==> src/rtl/io_scan_sequencer.sv <==
// Steps a bank of IO pins through test patterns, one step per DWELL_TICKS divider ticks.
// Define IO_SCAN_PINGPONG_EN to get an up/down sweep instead of a wrapping one.
module io_scan_sequencer #(
  parameter int unsigned NUM_PINS    = 20,
  parameter int unsigned DWELL_TICKS = 1,
  parameter int unsigned PASSES      = 0
) (
  input  logic                        clk,
  input  logic                        rst_n,
  input  logic                        tick,
  input  logic                        start,
  input  logic                        stop,
  input  logic [1:0]                  mode,
  output logic [NUM_PINS-1:0]         io_out,
  output logic [$clog2(NUM_PINS)-1:0] pin_index,
  output logic [7:0]                  pass_count,
  output logic                        busy,
  output logic                        done
);

  localparam int unsigned IdxW = $clog2(NUM_PINS);
  localparam logic [IdxW-1:0] LastIdx = IdxW'(NUM_PINS - 1);
  localparam logic [7:0] DwellLast  = 8'(DWELL_TICKS - 1);
  localparam logic [7:0] PassTarget = 8'(PASSES);

  typedef enum logic [1:0] {StIdle, StScan, StDone} state_e;

  state_e              state_q;
  logic [7:0]          dwell_q;
  logic [IdxW-1:0]     pin_index_q;
  logic [IdxW-1:0]     pin_index_d;
  logic [7:0]          pass_count_q;
  logic [7:0]          pass_inc;
  logic [NUM_PINS-1:0] io_out_q;
  logic                busy_q;
  logic                done_q;
  logic                step;
  logic                pass_wrap;
  logic                finish;
`ifdef IO_SCAN_PINGPONG_EN
  logic                dir_q;  // 0 = counting up, 1 = counting down
  logic                dir_d;
`endif

  function automatic logic [NUM_PINS-1:0] pattern(input logic [IdxW-1:0] idx,
                                                  input logic [1:0]      m);
    logic [NUM_PINS-1:0] pat;
    pat = '0;
    for (int unsigned b = 0; b < NUM_PINS; b++) begin
      case (m)
        2'd0:    pat[b] = (IdxW'(b) == idx);
        2'd1:    pat[b] = (IdxW'(b) != idx);
        2'd2:    pat[b] = idx[0];
        default: pat[b] = (IdxW'(b) <= idx);
      endcase
    end
    return pat;
  endfunction

  always_comb begin
    step     = tick && (dwell_q == DwellLast);
    pass_inc = (pass_count_q == 8'hFF) ? 8'hFF : pass_count_q + 8'd1;
`ifdef IO_SCAN_PINGPONG_EN
    dir_d     = dir_q;
    pass_wrap = 1'b0;
    if (!dir_q) begin
      if (pin_index_q == LastIdx) begin
        dir_d       = 1'b1;
        pin_index_d = pin_index_q - IdxW'(1);
      end else begin
        pin_index_d = pin_index_q + IdxW'(1);
      end
    end else begin
      pin_index_d = pin_index_q - IdxW'(1);
      // Reaching 0 on the way down closes a pass.
      if (pin_index_q == IdxW'(1)) begin
        dir_d     = 1'b0;
        pass_wrap = 1'b1;
      end
    end
`else
    pass_wrap   = (pin_index_q == LastIdx);
    pin_index_d = pass_wrap ? '0 : pin_index_q + IdxW'(1);
`endif
    finish = pass_wrap && (PASSES != 0) && (pass_inc == PassTarget);
  end

  always_ff @(posedge clk or negedge rst_n) begin
    if (!rst_n) begin
      state_q      <= StIdle;
      dwell_q      <= '0;
      pin_index_q  <= '0;
      pass_count_q <= '0;
      io_out_q     <= '0;
      busy_q       <= 1'b0;
      done_q       <= 1'b0;
`ifdef IO_SCAN_PINGPONG_EN
      dir_q        <= 1'b0;
`endif
    end else begin
      done_q <= 1'b0;
      case (state_q)
        StIdle: begin
          io_out_q <= '0;
          busy_q   <= 1'b0;
          if (start && !stop) begin
            state_q      <= StScan;
            busy_q       <= 1'b1;
            dwell_q      <= '0;
            pin_index_q  <= '0;
            pass_count_q <= '0;
`ifdef IO_SCAN_PINGPONG_EN
            dir_q        <= 1'b0;
`endif
          end
        end
        StScan: begin
          if (stop) begin
            // Abort wins over a coincident tick; index and pass count are held.
            state_q  <= StIdle;
            busy_q   <= 1'b0;
            io_out_q <= '0;
          end else begin
            io_out_q <= pattern(pin_index_q, mode);
            if (step) begin
              dwell_q     <= '0;
              pin_index_q <= pin_index_d;
`ifdef IO_SCAN_PINGPONG_EN
              dir_q       <= dir_d;
`endif
              if (pass_wrap) begin
                pass_count_q <= pass_inc;
              end
              if (finish) begin
                state_q  <= StDone;
                busy_q   <= 1'b0;
                done_q   <= 1'b1;
                io_out_q <= '0;
              end
            end else if (tick) begin
              dwell_q <= dwell_q + 8'd1;
            end
          end
        end
        StDone: begin
          state_q  <= StIdle;
          busy_q   <= 1'b0;
          io_out_q <= '0;
        end
        default: begin
          state_q <= StIdle;
        end
      endcase
    end
  end

  assign io_out     = io_out_q;
  assign pin_index  = pin_index_q;
  assign pass_count = pass_count_q;
  assign busy       = busy_q;
  assign done       = done_q;

endmodule

==> config.mk <==
export PLATFORM = sky130hd
export DESIGN_NAME = io_scan_sequencer
export DESIGN_NICKNAME = d
export VERILOG_FILES = /design/src/rtl/io_scan_sequencer.sv
export SDC_FILE = /design/constraint.sdc
export NUM_CORES = 1
export LEC_CHECK = 0
export ABC_AREA = 1
export CAP_MARGIN = 20
export CELL_PAD_IN_SITES_DETAIL_PLACEMENT = 1
export CELL_PAD_IN_SITES_GLOBAL_PLACEMENT = 1
export CORE_MARGIN = 10
export CORE_UTILIZATION = 30
export DETAILED_ROUTE_END_ITERATION = 10
export MAX_ROUTING_LAYER = met4
export PLACE_DENSITY = 0.73
export SYNTH_ARGS = -nofsm -noshare
export SYNTH_HDL_FRONTEND = slang
export SYNTH_SLANG_ARGS = --single-unit
==> constraint.sdc <==
create_clock -name clk -period 1.8 [get_ports clk]
set_input_delay 0.27 -clock clk [delete_from_list [all_inputs] [get_ports clk]]
set_output_delay 0.27 -clock clk [all_outputs]
set_load 0.05 [all_outputs]
After elaboration in Yosys (flattened, before gate mapping)
Index checks and enable logic that the tools add are counted.
{"block": "op_classes", "magnitude_cmp": 20, "bitwise_logic": 0, "eq_ne": 50, "mux": 43, "mul": 0, "reduce_logical": 17, "div_mod_pow": 0, "addsub": 3, "shifts": 0}
{"cell": "two-way mux 8 bit", "n": 8}
{"cell": "case mux 1 bit (3 select lines)", "n": 21}
{"cell": "equality test 4 x 5 -> 1 bit (first input constant)", "n": 8}
{"cell": "<= comparator 4 x 5 -> 1 bit (first input constant)", "n": 8}
{"cell": "inequality test 4 x 5 -> 1 bit (first input constant)", "n": 8}
{"cell": "case mux 20 bit (2 select lines)", "n": 1}
{"cell": "case mux 8 bit (2 select lines)", "n": 2}
{"cell": "equality test 3 x 5 -> 1 bit (first input constant)", "n": 4}
{"cell": "equality test 5 bit (first input constant)", "n": 4}
{"cell": "<= comparator 3 x 5 -> 1 bit (first input constant)", "n": 4}
{"cell": "<= comparator 5 bit (first input constant)", "n": 4}
{"cell": "two-way mux 20 bit", "n": 1}
{"cell": "two-way mux 5 bit", "n": 4}
{"cell": "inequality test 3 x 5 -> 1 bit (first input constant)", "n": 4}
{"cell": "inequality test 5 bit (first input constant)", "n": 4}
{"cell": "adder 8 x 1 -> 8 bit (second input constant)", "n": 2}
{"cell": "equality test 2 x 5 -> 1 bit (first input constant)", "n": 2}
{"cell": "<= comparator 1 x 5 -> 1 bit (first input constant)", "n": 2}
{"cell": "<= comparator 2 x 5 -> 1 bit (first input constant)", "n": 2}
{"cell": "inequality test 2 bit (second input constant)", "n": 5}
{"cell": "inequality test 2 x 5 -> 1 bit (first input constant)", "n": 2}
{"cell": "case mux 5 bit (2 select lines)", "n": 1}
{"cell": "equality test 8 bit (second input constant)", "n": 1}
{"cell": "zero test 8 bit", "n": 1}
{"cell": "21 further kinds", "n": 30}
{"block": "word_totals", "mem_count": 0, "ff_bits": 44, "ram_bits": 0, "out_inout_bits": 35, "mem_bits_ro": 0, "word_cells": 139, "in_bits": 7, "latchBits": 0}

Logic depth before layout (Yosys ltp)
{"block": "logic_depth", "depth_word": 6, "depth_mapped": 10, "depth_no_buf": 10}

Least setup slack after synthesis
No wires, ideal clock.
{"block": "synth_path", "path_type": "register -> register", "from": "register pin_index_q[0] (netlist: pin_index[0])", "to": "register io_out_q[10] (netlist: io_out[10])", "arrival_time_ns": 1.681, "path_buffers": 1, "period_less_slack_ns": 1.800, "path_stages_with_launch": 10, "slack_ns": 0.000, "setup_time_ns": 0.119, "t_required_ns": 1.681, "cell_sequence": "dfrtp_1 > buf_4 > inv_1 > ha_1 > inv_1 > nor2_1 > nand2_1 > o21ai_0 > a21oi_1 > nor2_1"}
{"block": "synth_via", "elab_chain_cells": 4, "word_cells_on_any_way": 6, "classes_between": "order compare: 1; eq/ne: 2; mux: 3"}
{"element": "start: declaration", "line": "30", "text": "logic [IdxW-1:0] pin_index_q;"}
{"element": "start signal: assignment", "line": "127", "text": "pin_index_q <= pin_index_d;"}
{"element": "<= comparator 4 x 5 -> 1 bit (tied with other cells)", "line": "54", "text": "default: pat[b] = (IdxW'(b) <= idx);"}
{"element": "case mux 1 bit (3 select lines) *", "line": "50", "text": "case (m)"}
{"element": "two-way mux 20 bit *", "line": "118", "text": "if (stop) begin"}
{"element": "case mux 20 bit (2 select lines) *", "line": "102", "text": "case (state_q)"}
{"element": "end signal: assignment", "line": "124", "text": "io_out_q <= pattern(pin_index_q, mode);"}
{"element": "end: declaration", "line": "34", "text": "logic [NUM_PINS-1:0] io_out_q;"}
Every way passes the cells marked *; elsewhere a longest branch is shown, timed or not.
A chain may end at the register's enable or synchronous reset.

Final worst setup path
{"block": "layout_path", "from": "register io_out_q[10] (netlist: io_out[10])", "to": "output port io_out[10]"}
{"element": "end: declaration", "line": "14", "text": "output logic [NUM_PINS-1:0] io_out,"}
No word-level cell between the ends.

==> metrics.md <==
| Metric | Value |
|---|---|
| Max cap viols | 0 |
| Critical path class | flip-flop to primary output |
| Post-synthesis area per instance | slightly below 7 sq um |
| DR vias | about 2900 |
| # clock sinks | 43 |
| Critical path launch point type | flip-flop |
| Worst-Margin Slew | between 0.5 and 0.6 ns |
| Post-synthesis sequential area ratio | 37.87% |
| Die area | 13760 sq um |
| Number of global-route vias before repair | 3108 |
| Clk_skew | 0.008496 ns |
| RSZ-0062 raised after global routing | no |
| Worst path cell trace | clkdlybuf4s50_1 |
| Worst-path fanout max | 1 |
| Relative slew margins | 65.93% |
| Hold crit path type | input port to asynchronous set/reset pin |
| Number of CTS-inserted buffers | 5 |
| Most common cell after layout, fill and taps aside | nand2_1 |
| Tmin final | approximately 1.7 ns |
| Worst-Skew Late Latency | 0.30 ns |
| Share of cells above drive strength 1 | roughly 15% |
| WHS | 0.4505 ns |
| CP arrival | approximately 1.5 ns |
| RR Startpoint | pin_index[2]$_DFFE_PN0P_ |
| CP top delay family | buffers and inverters |
| Grt total ovfl | 0 |
| Synth warn | 0 |
| Count of input and output buffers | 40 |
| Critical path data required time | 1.53 ns |
| Crit. End Element | primary output |
| Setup violators final | 0 |
| Max Clock Freq | 577.4 MHz |
| Status | finished, final reports clean |
| Worst Path Buf+Inv | 1 |
| Final nets | just under 500 |
| Post-DP HPWL | 6949 um |
| Setup TNS | 0 ns |
| Tot GR Track Use | 13.71% |
| Die width | roughly 120 um |
| Die Ht | between 100 and 150 um |
| CTS tree | done |
| Row cnt | 35 |
| CTS root buffer | clkbuf_8 |
| Worst slack at placement | around 0.034 ns |
| Worst vdd ir | 0.3414 mV |
| DR WL/cell | approximately 15 um |
| Post-Synthesis Cells | 421 |
| Final ANT Viol Nets | 0 |
| Max stage delay on crit path | 0.80 ns |
| Placer congestion estimate | 0.9115 |
| Clock transition at path regs | about 0.10 ns |
| Iteration-0 DRC Markers | 76 |
| Final Util | 38.93% |
| Slowest CP cell | clkdlybuf4s50_1 |
| Synthesis-stage register bit count | 43 |
| Area grow syn2layout | 26.60% |
| Final period util | 96.22% |
| Initial antenna violation count | 0 |
| N_diodes | 0 |
| Starting Density | 30.75% |
| Number of buffers on the longest clock path | 2 |
| Max-slew violations | 0 |
| LEAKAGE | roughly 0.0018 uW |
| Hold Fails Final Rpt | 0 |
| First-pass GRT wire length | 15700 um |
| Largest net degree at the start of global routing | 26 |
| Syn nets | 434 |
| Yosys cell types | 31 |
| H-Tree Level Count | 2 |
| Cell Area, Synth | 2841 sq um |
| Worst Setup SP | io_out[10]$_DFF_PN0_ |
| Vias/cell | 4.773 |
| WL final | approximately 9000 um |
| Fillers | approximately 1200 |
| DRC viols | 0 |
| Setup ws final | 0.06804 ns |
| DRT Pass-1 Iters | 5 |
| Core ar. | 9240 sq um |
| IO Count | 42 |
| Commonest non-fill, non-tap cells in the layout | nand2_1 (130), inv_1 (49), nor2_1 (48) |
| Power per Cell Area | 759.4 nW/um^2 |
[per-layer routing]
layer	up-vias	track usage, %	wire [um]
li1	1435	-	-
met1	1403	16.52	4208
met2	38	23.57	4459
met3	2	1.727	306
met4	0	3.443	54
met5	-	-	0
[kinds of logic after synthesis]
group,share of synthesized area (%)
simple gates,39.10
xor+xnor,0.6166
buf+inv,10.48
fa+ha+maj,2.642
other cells,0.1320
compound gates,9.159
flops,37.87
[sequential cells by signal (all words and copies together) (netlist names)]
name        flops
io_out         20
state_q         1
busy            1
pass_count      8
dwell_q         8
pin_index       5
[what timing repair did]
item,4_1_cts,5_1_grt
hold endpoints to repair,18,0
hold buffers,1,0
buffers inserted,0,0
setup endpoints to repair,0,6
resized for setup,0,3
[cell type report]
cell class / instances / area, sq um / area share, %
multi-input combinational: 310 / 1473 / 40.94
sequential: 43 / 1077 / 29.95
timing repair buffer: 59 / 570.5 / 15.86
inverter: 54 / 202.7 / 5.635
tap: 129 / 161.4 / 4.487
clock buffer: 5 / 68.82 / 1.913
clock inverter: 3 / 43.79 / 1.217
[synth_stat cells]
cell	instances	area share, %
nand3_2	1	0.35
nand4_1	13	2.9
or2_2	2	0.44
conb_1	1	0.13
nand3_4	1	0.62
a21oi_2	1	0.31
a21oi_1	15	2.6
buf_1	1	0.13
xor2_1	1	0.31
dfrtp_1	43	38
inv_2	5	0.66
xnor2_1	1	0.31
nand2_2	4	0.88
clkbuf_1	1	0.13
o21ai_0	22	3.9
nor2_4	3	1.2
nor2_8	1	0.70
buf_2	4	0.70
o211ai_1	1	0.26
buf_4	6	1.6
nor2_1	49	6.5
nor2_2	4	0.88
nand2_1	131	17
ha_1	6	2.6
o21bai_1	1	0.26
a31oi_1	1	0.22
nor3_1	2	0.35
inv_1	49	6.5
buf_6	2	0.79
nand3_1	40	7.0
o21ai_1	9	1.6
[worst paths after layout]
path	endpoint	slack, ns	cells after the start
max	io_out[10]	0.07	1
min	io_out[17]$_DFF_PN0_	0.45	2
max reg2reg	io_out[0]$_DFF_PN0_	0.17	6
min reg2reg	busy$_DFFE_PN0P_	0.49	2
max in group asynchronous	pin_index[3]$_DFFE_PN0P_	0.81	3
min in group clk	busy$_DFFE_PN0P_	0.49	2
[worst register-to-register path, cell delays in order (launching register included)]
cell and delay (ns):
dfrtp_1 0.56, nor2_1 0.34, nand2_1 0.10, o21ai_1 0.26
nand2_1 0.12, o21ai_0 0.09, inv_1 0.06
[through the flow]
| step | power (uW) | std cells | area (sq um) |
|---|---|---|---|
| after detailed placement | 1953 | 594 | 3468 |
| after global placement | 1937 | 594 | 3468 |
| final | 2732 | 603 | 3597 |
| after floorplan | 1624 | 421 | 2841 |
| after CTS | 2762 | 603 | 3591 |
| after global routing | 2895 | 603 | 3597 |
[report_power, final]
| part | switching (uW) | total, uW | internal, uW |
|---|---|---|---|
| Combinational | 577 | 859 | 282 |
| Clock | 386 | 800 | 414 |
| Sequential | 51.2 | 1070 | 1020 |
Note: power is estimated with default switching activity, not from simulation.
